$ cat config.mk
export PLATFORM = sky130hd
export DESIGN_NAME = life_counter
export DESIGN_NICKNAME = d
export VERILOG_FILES = /design/src/rtl/life_counter.sv
export SDC_FILE = /design/constraint.sdc
export NUM_CORES = 1
export LEC_CHECK = 0
export ABC_AREA = 1
export BUFFER_PORTS_ARGS = -buffer_cell sky130_fd_sc_hd__buf_2
export CAP_MARGIN = 30
export CORE_UTILIZATION = 48
export CTS_CLUSTER_DIAMETER = 60
export CTS_CLUSTER_SIZE = 20
export DETAILED_ROUTE_END_ITERATION = 8
export PLACE_DENSITY = 0.74
export SLEW_MARGIN = 5
export SYNTH_ARGS = -nofsm -noshare
export SYNTH_HDL_FRONTEND = slang
export SYNTH_SLANG_ARGS = --single-unit
export TNS_END_PERCENT = 50
$ cat constraint.sdc
create_clock -name clk -period 2.15 [get_ports clk]
set_input_delay 0.1075 -clock clk [delete_from_list [all_inputs] [get_ports clk]]
set_output_delay 0.1075 -clock clk [all_outputs]
set_load 0.02 [all_outputs]
$ cat src/rtl/life_counter.sv
// Player lives bookkeeping: loss, bonus, frame-counted respawn delay, game over.
// Drives the life bus and ball enable/reset strobes for the playfield.
module life_counter #(
   parameter int INITIAL_LIFE   = 3,
   parameter int MAX_LIFE       = 9,
   parameter int RESPAWN_FRAMES = 60
) (
   input  logic       clk,
   input  logic       resetN,
   input  logic       startOfFrame,
   input  logic       ballLost,
   input  logic       extraLife,
   input  logic       newGame,
   output logic [3:0] life,
   output logic       gameOver,
   output logic       ballEnable,
   output logic       ballReset
);

   localparam logic [3:0] INIT_L = 4'(INITIAL_LIFE);
   localparam logic [3:0] MAX_L  = 4'(MAX_LIFE);
   localparam logic [7:0] LAST_F = 8'(RESPAWN_FRAMES - 1);

   typedef enum logic [1:0] {
      PLAYING,
      RESPAWN,
      GAME_OVER
   } state_t;

   state_t     state;
   logic [7:0] frameCnt;
   logic [3:0] lifeInc;

   assign lifeInc = (life >= MAX_L) ? life : life + 4'd1;

   always_ff @(posedge clk or negedge resetN) begin
      if (!resetN) begin
         state      <= PLAYING;
         life       <= INIT_L;
         frameCnt   <= 8'd0;
         gameOver   <= 1'b0;
         ballEnable <= 1'b1;
         ballReset  <= 1'b0;
      end else begin
         ballReset <= 1'b0;
         if (newGame) begin
            state      <= RESPAWN;
            life       <= INIT_L;
            frameCnt   <= 8'd0;
            gameOver   <= 1'b0;
            ballEnable <= 1'b0;
         end else begin
            case (state)
               PLAYING: begin
                  if (ballLost) begin
                     frameCnt   <= 8'd0;
                     ballEnable <= 1'b0;
                     // a bonus on the same cycle pays for the lost ball
                     if (extraLife) begin
                        state <= RESPAWN;
                     end else if (life > 4'd1) begin
                        life  <= life - 4'd1;
                        state <= RESPAWN;
                     end else begin
                        life     <= 4'd0;
                        state    <= GAME_OVER;
                        gameOver <= 1'b1;
                     end
                  end else if (extraLife) begin
                     life <= lifeInc;
                  end
               end
               RESPAWN: begin
                  if (extraLife)
                     life <= lifeInc;
                  if (startOfFrame) begin
                     if (frameCnt == LAST_F) begin
                        frameCnt   <= 8'd0;
                        state      <= PLAYING;
                        ballEnable <= 1'b1;
                        ballReset  <= 1'b1;
                     end else begin
                        frameCnt <= frameCnt + 8'd1;
                     end
                  end
               end
               default: begin
                  life <= 4'd0;
               end
            endcase
         end
      end
   end

endmodule

==> results.cfg <==
[place]
globalplace.congestion = 0.811
dpl_worst_slack_ns = 0.321
dp_cells = 194
dp_hpwl_um = 1750
place_area_um2 = 1180
port_buffers = 12

[pwr]
p_clk_share_pct = 13.8
leakage_nw = 0.630
switching_share_pct = 45.2
seqPwrFrac_pct = 40.7
ir_worst_vdd_uv = 699
p_int_mw = 0.666
netSwitchingPower_mw = 0.550
pwr-share-comb_pct = 45.6
power.density_nw_per_um2 = 997

[setup_path]
r2r_start = life[0]
worst-setup-path-type = register to register
worst_path_most_repeated_cell = inv_1
path_max_fanout = 7
reg2regPathDepth = 7
startpoint_type = register
cp-end-kind = register
critPathSlowestCell = dfstp_2
slowest_delay_ns = 0.60
crit_path_cell_trace = inv_1, ha_1, o21ai_0, nand3_1, nand2_1, inv_1, a21oi_1
regToRegEndpoint = life[0]
cp_data_required_time_ns = 2.37
cp.arrival_ns = 2.08
ff2ff_setup_slack_ns = 0.29

[synthesis]
syn_nets = 166
yosysSeqAreaShare_pct = 38.8
synth-seq-cells = 17
synth_enable_flop_cells = 0
netlist_area_um2 = 1100
yosysWarnings = 0
yosysUniqueCellTypes = 26
avgSynthCellArea_um2 = 7.08
synth-main-ff-cell = dfrtp_1
async_flop_share_pct = 100
syn_inst = 156

[die]
die-width_um = 50.0
start_util_pct = 50.4
core_um2 = 2190
dieArea_um2 = 2500
die_h_um = 50.0
rows = 17
pin_count = 13

[timing]
setup_slack_ns = 0.288
fmax_ghz = 0.537
max_slew_margin_pct = 68.4
skew_ns = 0.00243
final-setup-viol-count = 0
post-route-min-period_ns = 1.86
finalMaxSlewViolations = 0
holdWs_ns = 0.0578
grt_setup_unrepaired = false
tns_ns = 0
worstMarginPinSlew_ns = 0.469
period_share_pct = 86.6
hold_violations = 0

[cells_and_area]
multi_input_area_um2 = 592
area_growth_pct = 10.4
drive_gt1_share_pct = 15.8
fin_cells = 199
n_fill_cell = 210
design_area_um2 = 1220
regArea_um2 = 429
nNetsFinal = 182
antennaDiodeCount = 0

[cts]
ctsHoldBuffers = 1
htreeDepth = 1
clock_sinks = 17
clkTransAtPathRegs_ns = 0.09
cts_buffer_depth = 2
cts_resized = 0
cts_buffers = 3
cts_setup_buffers = 0
clock_latency_ns = 0.28
cts_tree = done
root_buffer = clkbuf_4

[detailed_routing]
top_layer = met4
ant_nets = 0
drtIter0Drc = 25
dr.pass1.iters = 4
via_count = 1049
m1WireLength_um = 1060
drcViolationCount = 0
wirelength_um = 2250
wl_met2_um = 1070
via_per_inst = 5.27
dr_wl_met3_um = 101
routedWlPerCell_um = 11.3

[hold_path]
whs_path_depth = 2
hold_path_startpoint = newGame
hp-class = primary input to register
min_to = state[1]

[global_route]
grt_max_degree = 18
grt_pass1_wl_um = 4090
grt_pass1_vias = 955
gr-total-overflow = 0
gr-usage-all-layers_pct = 21.5
antenna_found_initial = 0

[run]
cap_violations = 0

[status]
status = finished, final reports clean
[critical path: cells and delay by family (launching register included)]
family,cells,cell delay [ns]
flip-flops,1,0.60
AO/OA/AOI/OAI,2,0.56
adder cells (fa/ha/maj),1,0.26
AND/OR/NAND/NOR,2,0.25
buffers and inverters,2,0.14
[metrics by stage]
| step | utilization, % | total power [mW] |
|---|---|---|
| global placement | 54.0 | 1.03 |
| global route | 55.7 | 1.32 |
| detailed placement | 54.0 | 1.05 |
| CTS | 55.7 | 1.23 |
| floorplan | - | 0.918 |
| finish | 55.7 | 1.22 |
[state kept, by name, summed over array words and instances (netlist names)]
name,flops
frameCnt,8
state,2
life,4
gameOver,1
ballEnable,1
ballReset,1
[cell type report]
cell class	instances	share of cell area (%)
Multi-Input combinational cell	119	48.5
Sequential cell	17	35.2
Timing Repair Buffer	13	5.74
Inverter	18	5.54
Tap cell	28	2.87
Clock buffer	4	2.15
[power groups by stage]
stage / combinational, mW / sequential [mW] / clock (mW)
after detailed placement: 0.555 / 0.499 / 0
after global placement: 0.538 / 0.494 / 0
after CTS: 0.555 / 0.494 / 0.177
after global routing: 0.624 / 0.506 / 0.193
final: 0.554 / 0.494 / 0.167
after floorplan: 0.388 / 0.530 / 0
[synthesized netlist by cell type, types with 3 or more instances]
cell type   n  share of area, %
inv_2       3               1.0
nand3_1    19               8.6
nand4_1     3               1.7
nor2_1     23               7.8
dfstp_2     3               7.1
nand2_1    44                15
ha_1        4               4.5
inv_1      14               4.8
nor3_1      3               1.4
dfrtp_1    14                32
a21oi_1     5               2.3
o21ai_0     4               1.8
[layer usage]
metal	track usage, %	vias up
met5	0	-
met4	2.86	0
met3	6.48	2
met2	34.7	23
met1	28.9	488
li1	-	536
[how the worst max path moves through the flow]
stage               slack, ns  startpoint  depth (start not counted)      end
floorplan                0.48     life[0]                          7  life[0]
global placement         0.45     life[0]                          7  life[0]
detailed placement       0.32     life[0]                          7  life[0]
CTS                      0.31     life[0]                          7  life[0]
global route             0.09     life[0]                          7  life[0]
finish                   0.29     life[0]                          7  life[0]
[cell usage in the layout (no fill, tap or decap)]
cell           count
dlygate4sd3_1      1
nor2_2             2
inv_1             14
nand2_1           44
nor4_1             1
nand3_4            1
buf_2             12
clkbuf_4           3
nand2_2            1
o31ai_1            1
a31oi_1            2
nor3_1             3
dfstp_2            3
ha_1               4
o21ai_4            1
clkinv_1           1
o21ai_1            2
nand3_1           19
nor2_1            23
o21ai_0            4
nand3b_1           1
dfrtp_1           14
a21oi_1            5
mux2i_1            1
clkbuf_1           1
nand4_1            3
nand3_2            1
inv_2              3
[cells by family after synthesis]
family                   count (synthesis)  synth area share (%)
AND/OR/NAND/NOR                         99                  39.9
buffers and inverters                   20                  7.59
flip-flops                              17                  38.8
AO/OA/AOI/OAI                           15                  8.27
adder cells (fa/ha/maj)                  4                  4.53
multiplexers                             1                 0.906
Power figures use the tool's default switching activity.
